## config.mk

```make
export PLATFORM = sky130hd
export DESIGN_NAME = mem_access_unit
export DESIGN_NICKNAME = d
export VERILOG_FILES = /design/src/rtl/mem_access_unit.sv
export SDC_FILE = /design/constraint.sdc
export NUM_CORES = 1
export LEC_CHECK = 0
export ABC_AREA = 1
export BUFFER_PORTS_ARGS = -buffer_cell sky130_fd_sc_hd__buf_4
export CAP_MARGIN = 10
export CORE_ASPECT_RATIO = 1.2
export CORE_UTILIZATION = 30
export DETAILED_ROUTE_END_ITERATION = 12
export PLACE_DENSITY = 0.64
export SYNTH_ARGS = -nofsm -noshare
export SYNTH_HDL_FRONTEND = slang
export SYNTH_SLANG_ARGS = --single-unit
```

## constraint.sdc

```tcl
create_clock -name clk -period 2.2 [get_ports clk]
set_input_delay 0.55 -clock clk [delete_from_list [all_inputs] [get_ports clk]]
set_output_delay 0.55 -clock clk [all_outputs]
set_load 0.005 [all_outputs]
```

## src/rtl/mem_access_unit.sv

```systemverilog
// -----------------------------------------------------------------------------
// mem_access_unit
//
// Purpose:
//   Memory stage of a simple in-order pipeline. It accepts one op at a time
//   from the execute stage and does one of three things:
//   - Pass-through op (neither load nor store): the ALU result is forwarded
//     to writeback one cycle later.
//   - Load: issues a read and waits for dmem_ack. The addressed byte or
//     halfword lane is extracted from dmem_rdata, then sign- or zero-extended
//     and written back.
//   - Store: issues a write with byte lanes replicated and byte enables set.
//     A store writes no register.
//   Every op ends with exactly one wb_valid pulse.
//
// Optional feature (macro MEM_ALIGN_CHECK_EN):
//   When defined, a misaligned half/word access raises a fault pulse on
//   wb_err and issues no memory request.
//   When undefined, wb_err does not exist and misaligned addresses are
//   rounded down to natural alignment before the access.
//
// Handshakes:
//   in_valid/in_ready: an op transfers on a rising edge where both are high.
//     in_ready is high exactly while the FSM is IDLE.
//   dmem_req/dmem_ack: dmem_req stays high, with addr/we/wdata/be held stable,
//     until a rising edge where dmem_ack is high. dmem_ack is ignored whenever
//     dmem_req is low. dmem_rdata is taken in the same cycle as dmem_ack.
//   wb_valid: a single-cycle pulse. wb_we, wb_rd_num, wb_data (and wb_err)
//     are meaningful only while wb_valid is high.
//
// Ports:
//   clk, rst_n        clock, asynchronous active-low reset
//   in_valid/in_ready op handshake from the execute stage
//   is_ld, is_str     op kind (is_ld wins if both are set)
//   size              00 byte, 01 half, 10/11 word
//   ld_unsigned       zero-extend a byte/half load
//   result            ALU result / memory byte address
//   st_data           store data
//   rd_num            destination register index
//   dmem_*            data memory request/response
//   wb_*              writeback result pulse
//   state_dbg         1 while the FSM is in WAIT_ACK (debug visibility)
// -----------------------------------------------------------------------------
module mem_access_unit #(
  parameter int ADDR_W = 32,
  parameter int REG_W  = 5
) (
  input  logic              clk,
  input  logic              rst_n,
  input  logic              in_valid,
  output logic              in_ready,
  input  logic              is_ld,
  input  logic              is_str,
  input  logic [1:0]        size,
  input  logic              ld_unsigned,
  input  logic [ADDR_W-1:0] result,
  input  logic [31:0]       st_data,
  input  logic [REG_W-1:0]  rd_num,
  output logic              dmem_req,
  output logic              dmem_we,
  output logic [ADDR_W-1:0] dmem_addr,
  output logic [31:0]       dmem_wdata,
  output logic [3:0]        dmem_be,
  input  logic              dmem_ack,
  input  logic [31:0]       dmem_rdata,
  output logic              wb_valid,
  output logic              wb_we,
  output logic [REG_W-1:0]  wb_rd_num,
  output logic [31:0]       wb_data,
`ifdef MEM_ALIGN_CHECK_EN
  output logic              wb_err,
`endif
  output logic              state_dbg
);

  typedef enum logic {
    IDLE     = 1'b0,
    WAIT_ACK = 1'b1
  } state_t;

  state_t state;

  // Fields of the op in flight, captured at accept time.
  logic             op_load_q;
  logic [1:0]       op_size_q;
  logic             op_unsigned_q;
  logic [REG_W-1:0] op_rd_q;

  // Incoming op decode.
  logic              in_mem;
  logic              in_store;
  logic [ADDR_W-1:0] req_addr;
  logic [31:0]       req_wdata;
  logic [3:0]        req_be;

  // Load data after lane extraction and extension.
  logic [31:0] load_val;
  logic [7:0]  byte_lane;
  logic [15:0] half_lane;

  assign in_ready  = (state == IDLE);
  assign state_dbg = (state == WAIT_ACK);

  // is_ld takes precedence, so a store is only a store when is_ld is low.
  assign in_mem   = is_ld | is_str;
  assign in_store = is_str & ~is_ld;

`ifdef MEM_ALIGN_CHECK_EN
  logic in_misaligned;
  assign in_misaligned = ((size == 2'b01) && result[0]) ||
                         (size[1] && (result[1:0] != 2'b00));
`endif

  // Natural alignment of the request address. With the alignment check
  // enabled, misaligned ops never reach memory, so rounding down is harmless
  // there too.
  always_comb begin
    req_addr = result;
    if (size == 2'b01) begin
      req_addr[0] = 1'b0;
    end else if (size[1]) begin
      req_addr[1:0] = 2'b00;
    end
  end

  // Store encoding: the data is replicated across every lane of the access
  // size, so memory only has to honour the byte enables.
  always_comb begin
    req_wdata = st_data;
    req_be    = 4'b1111;
    case (size)
      2'b00: begin
        req_wdata = {4{st_data[7:0]}};
        req_be    = 4'b0001 << req_addr[1:0];
      end
      2'b01: begin
        req_wdata = {2{st_data[15:0]}};
        req_be    = req_addr[1] ? 4'b1100 : 4'b0011;
      end
      default: begin
        req_wdata = st_data;
        req_be    = 4'b1111;
      end
    endcase
  end

  // Lane selection uses the held request address. It is already aligned, so
  // for a halfword only bit 1 matters.
  always_comb begin
    byte_lane = dmem_rdata[7:0];
    case (dmem_addr[1:0])
      2'b00:   byte_lane = dmem_rdata[7:0];
      2'b01:   byte_lane = dmem_rdata[15:8];
      2'b10:   byte_lane = dmem_rdata[23:16];
      default: byte_lane = dmem_rdata[31:24];
    endcase
    half_lane = dmem_addr[1] ? dmem_rdata[31:16] : dmem_rdata[15:0];
  end

  always_comb begin
    load_val = dmem_rdata;
    case (op_size_q)
      2'b00: begin
        load_val = op_unsigned_q ? {24'h000000, byte_lane}
                                 : {{24{byte_lane[7]}}, byte_lane};
      end
      2'b01: begin
        load_val = op_unsigned_q ? {16'h0000, half_lane}
                                 : {{16{half_lane[15]}}, half_lane};
      end
      default: load_val = dmem_rdata;
    endcase
  end

  always_ff @(posedge clk or negedge rst_n) begin
    if (!rst_n) begin
      state         <= IDLE;
      dmem_req      <= 1'b0;
      dmem_we       <= 1'b0;
      dmem_addr     <= '0;
      dmem_wdata    <= '0;
      dmem_be       <= 4'b0000;
      wb_valid      <= 1'b0;
      wb_we         <= 1'b0;
      wb_rd_num     <= '0;
      wb_data       <= '0;
`ifdef MEM_ALIGN_CHECK_EN
      wb_err        <= 1'b0;
`endif
      op_load_q     <= 1'b0;
      op_size_q     <= 2'b00;
      op_unsigned_q <= 1'b0;
      op_rd_q       <= '0;
    end else begin
      // The writeback pulse lasts one cycle unless a completion re-arms it.
      wb_valid <= 1'b0;

      case (state)
        IDLE: begin
          if (in_valid) begin
            if (!in_mem) begin
              // Pass-through: forward the ALU result, zero-extended to 32 bits.
              wb_valid  <= 1'b1;
              wb_we     <= 1'b1;
              wb_rd_num <= rd_num;
              wb_data   <= 32'(result);
`ifdef MEM_ALIGN_CHECK_EN
              wb_err    <= 1'b0;
`endif
            end
`ifdef MEM_ALIGN_CHECK_EN
            else if (in_misaligned) begin
              // Fault: report it without touching memory.
              wb_valid  <= 1'b1;
              wb_we     <= 1'b0;
              wb_rd_num <= rd_num;
              wb_data   <= 32'h0000_0000;
              wb_err    <= 1'b1;
            end
`endif
            else begin
              state         <= WAIT_ACK;
              dmem_req      <= 1'b1;
              dmem_we       <= in_store;
              dmem_addr     <= req_addr;
              dmem_wdata    <= in_store ? req_wdata : 32'h0000_0000;
              dmem_be       <= in_store ? req_be : 4'b1111;
              op_load_q     <= ~in_store;
              op_size_q     <= size;
              op_unsigned_q <= ld_unsigned;
              op_rd_q       <= rd_num;
            end
          end
        end

        WAIT_ACK: begin
          // dmem_req is high throughout this state, so the ack is sampled
          // only here.
          if (dmem_ack) begin
            state     <= IDLE;
            dmem_req  <= 1'b0;
            wb_valid  <= 1'b1;
            wb_we     <= op_load_q;
            wb_rd_num <= op_rd_q;
            wb_data   <= op_load_q ? load_val : 32'h0000_0000;
`ifdef MEM_ALIGN_CHECK_EN
            wb_err    <= 1'b0;
`endif
          end
        end

        default: begin
          state    <= IDLE;
          dmem_req <= 1'b0;
        end
      endcase
    end
  end

endmodule

```

==> run summary <==
Outcome = finished, final reports clean
Largest cells by area after synthesis = dfrtp_1, nand2_1, a21oi_1
Clock share of power = 35.3%
Met1 WL = 7.79 mm
Worst-margin pin slew = 0.642 ns
Root Buffer = clkbuf_16
First-pass GRT wire length = 29.8 mm
Post_cts resized = 0
Vias/cell = 4.66
Die X = 127 um
Rel. slew slack = 57.2%
DPL Wire Length = 14.0 mm
Die Y = 152 um
Internal power = 5.76 mW
Clk slew on worst S/H paths = 0.06 ns
Crit end category = primary output
Layout cells sized above 1 = 31.3%
Wire length per cell = 16.2 um
GRT Residual Overflow = 0
Clk sinks = 119
Initial DRC count = 271
Pwr Total = 8.24 mW
Fillers = 1,812
Logic pwr share = 27.9%
VDD IR max = 488 uV
Number of enable flip-flop cells after synthesis = 0
Yosys Warn Count = 0
Area fraction of the dominant cell type after synthesis = 52.7%
Post-layout min period = 1.87 ns
Sw Pwr = 2.48 mW
Max-Cap Viols = 0
Tot GR Track Use = 20.0%
F_max = 0.534 GHz
Synth async-reset ratio = 100%
Initial antenna violation count = 1
Worst-Skew Late Latency = 0.41 ns
ANT nets after route = 0
IO buf count = 220
Synth Net Count = 799
Synth area leader = dfrtp_1
Pleak = 4.11 nW
Setup-failing EPs final = 0
Post-CTS Setup Bufs = 0
Residual DRC = 0
Critical Path Start Type = flop
FF+latch area = 2980 um^2
Sequential-to-total area share from yosys stat = 52.7%
Flop pwr share = 36.8%
Die ar. = 19,400 um^2
CP required = 1.65 ns
CP Max Fanout = 10
Post-synth top flop = dfrtp_1
Switching share of power = 30.1%
Length of the first detailed-routing pass in iterations = 5
Largest net degree at the start of global routing = 64
Mapped Cells = 689
Met2 Wirelength = 9.33 mm
Fin nets = 1,016
Met3 wire len = 1.49 mm
RSZ-0062 raised after global routing = no
CP Class = flop to primary output
H-tree depth = 4
Worst hold path type = input port to flop
Clock skew = 0.0100 ns
Area of the multi-input gates = 2340 um^2
CTS buffer count = 17
I/O pin count = 221
Worst endpoint data arrival time = 1.32 ns
Slew Limit Fails = 0
Number of global-route vias before repair = 5,375
Syn avg cell area = 8.21 um^2
P&R area growth vs syn = 45.3%
Final hold violation count = 0
Register bit total from synthesis = 119
Ant. Diodes = 0
TNS Setup = 0 ns
CTS Buffer Depth = 2
Gp weighted congestion = 0.854
Initial Util = 30.9%
Distinct cells, synth = 30
Rows = 54
Mapped Area = 5660 um^2
Final Cycle Share = 85.1%
Top sig layer = met5
Hold Crit Depth = 2
Routed via count = 5,451
Core area = 18,300 um^2
Routed WL = 18.9 mm
Cell count of the worst reg-to-reg path = 6
CTS tree = built
PwrDens = 1000 nW/um^2
-- cells in the final DEF (no fill, tap or decap), drive strengths merged --
cell type and instances:
a21oi 83, a22o 8, a31oi 6, buf 236
bufinv 3, clkbuf 22, clkinv 6, clkinvlp 2
dfrtp 119, dlygate4sd3 1, inv 31, mux2i 8
nand2 208, nand3 18, nor2 88, o211ai 6
o21a 1, o21ai 50, o221ai 8, o22ai 3
or2 10
-- cells by family (layout without fill, tap and decap cells) --
logic type | Yosys count | after routing | synth area share (%)
AO/OA/AOI/OAI | 165 | 165 | 16.5
AND/OR/NAND/NOR | 324 | 324 | 23.2
buffers and inverters | 73 | 301 | 6.24
multiplexers | 8 | 8 | 1.42
flip-flops | 119 | 119 | 52.7
-- what timing repair did --
action / in CTS / in global routing
endpoints found under the setup margin: 0 / 0
hold buffers: 1 / 0
endpoints found under the hold margin: 11 / 0
-- final cells by class --
| type | instances | area share, % |
|---|---|---|
| clock buffers | 22 | 6.02 |
| flip-flops and latches | 119 | 36.2 |
| inverters | 34 | 1.71 |
| well taps | 252 | 3.84 |
| multi-input cells | 497 | 28.4 |
| clock inverters | 8 | 1.46 |
| repair buffers | 237 | 22.3 |
-- worst max-delay path, stage by stage, from the launching register on --
cell and delay [ns]:
dfrtp_1 0.61, inv_1 0.14, buf_4 0.16
-- power groups by stage --
stage                     clock (mW)  combinational [mW]  sequential (mW)
final                           2.91                2.30             3.04
after global routing            3.06                2.56             3.09
after CTS                       2.96                2.34             3.03
after detailed placement           0                2.33             3.06
after global placement             0                2.29             3.06
after floorplan                    0                1.06             3.02
-- layer usage --
| metal | GRT usage (%) | up-vias |
|---|---|---|
| li1 | - | 2683 |
| met1 | 24.2 | 2545 |
| met2 | 33.3 | 196 |
| met3 | 7.16 | 25 |
| met4 | 5.90 | 2 |
| met5 | 0 | - |
-- cell usage after synthesis, types with 3 or more instances --
cell / instances
buf_6: 4
nand3_1: 15
a21oi_1: 82
clkbuf_1: 8
buf_2: 23
dfrtp_1: 119
o21ai_0: 48
o221ai_1: 8
a31oi_1: 6
nand2_1: 208
or2_2: 9
inv_1: 29
nor2_1: 85
o22ai_1: 3
o211ai_1: 6
a22o_1: 8
mux2i_1: 8
-- path summary, 6_finish.rpt --
path	endpoint	start	slack, ns
worst max-delay path	in_ready	state_dbg	0.33
worst min-delay path	state_dbg	dmem_ack	0.33
worst max register to register	dmem_addr[27]	state_dbg	0.36
worst min register to register	dmem_addr[13]	dmem_addr[13]	0.48
max in group asynchronous	dmem_addr[15]	rst_n	1.11
min in group asynchronous	dmem_wdata[3]	rst_n	0.53
-- flip-flops by register name, indices dropped and copies added, names as in the netlist --
name           cells
dmem_be            4
dmem_req           1
state_dbg          1
op_load_q          1
op_unsigned_q      1
op_size_q          2
wb_valid           1
wb_data           32
dmem_we            1
dmem_addr         32
dmem_wdata        32
wb_rd_num          5
wb_we              1
op_rd_q            5
-- metrics by stage --
stage	hold slack (ns)	cell area, um^2	instances	setup slack (ns)	utilization, %
6_report	0.332	8220	1169	0.329	44.9
5_1_grt	0.326	8220	1169	0.192	44.9
4_1_cts	0.313	8220	1169	0.304	44.9
3_5_place_dp	0.419	7590	1138	0.205	41.5
3_3_place_gp	0.420	7590	1138	0.260	41.5
2_1_floorplan	0.254	5660	689	0.773	-
Note: power is estimated with default switching activity, not from simulation.
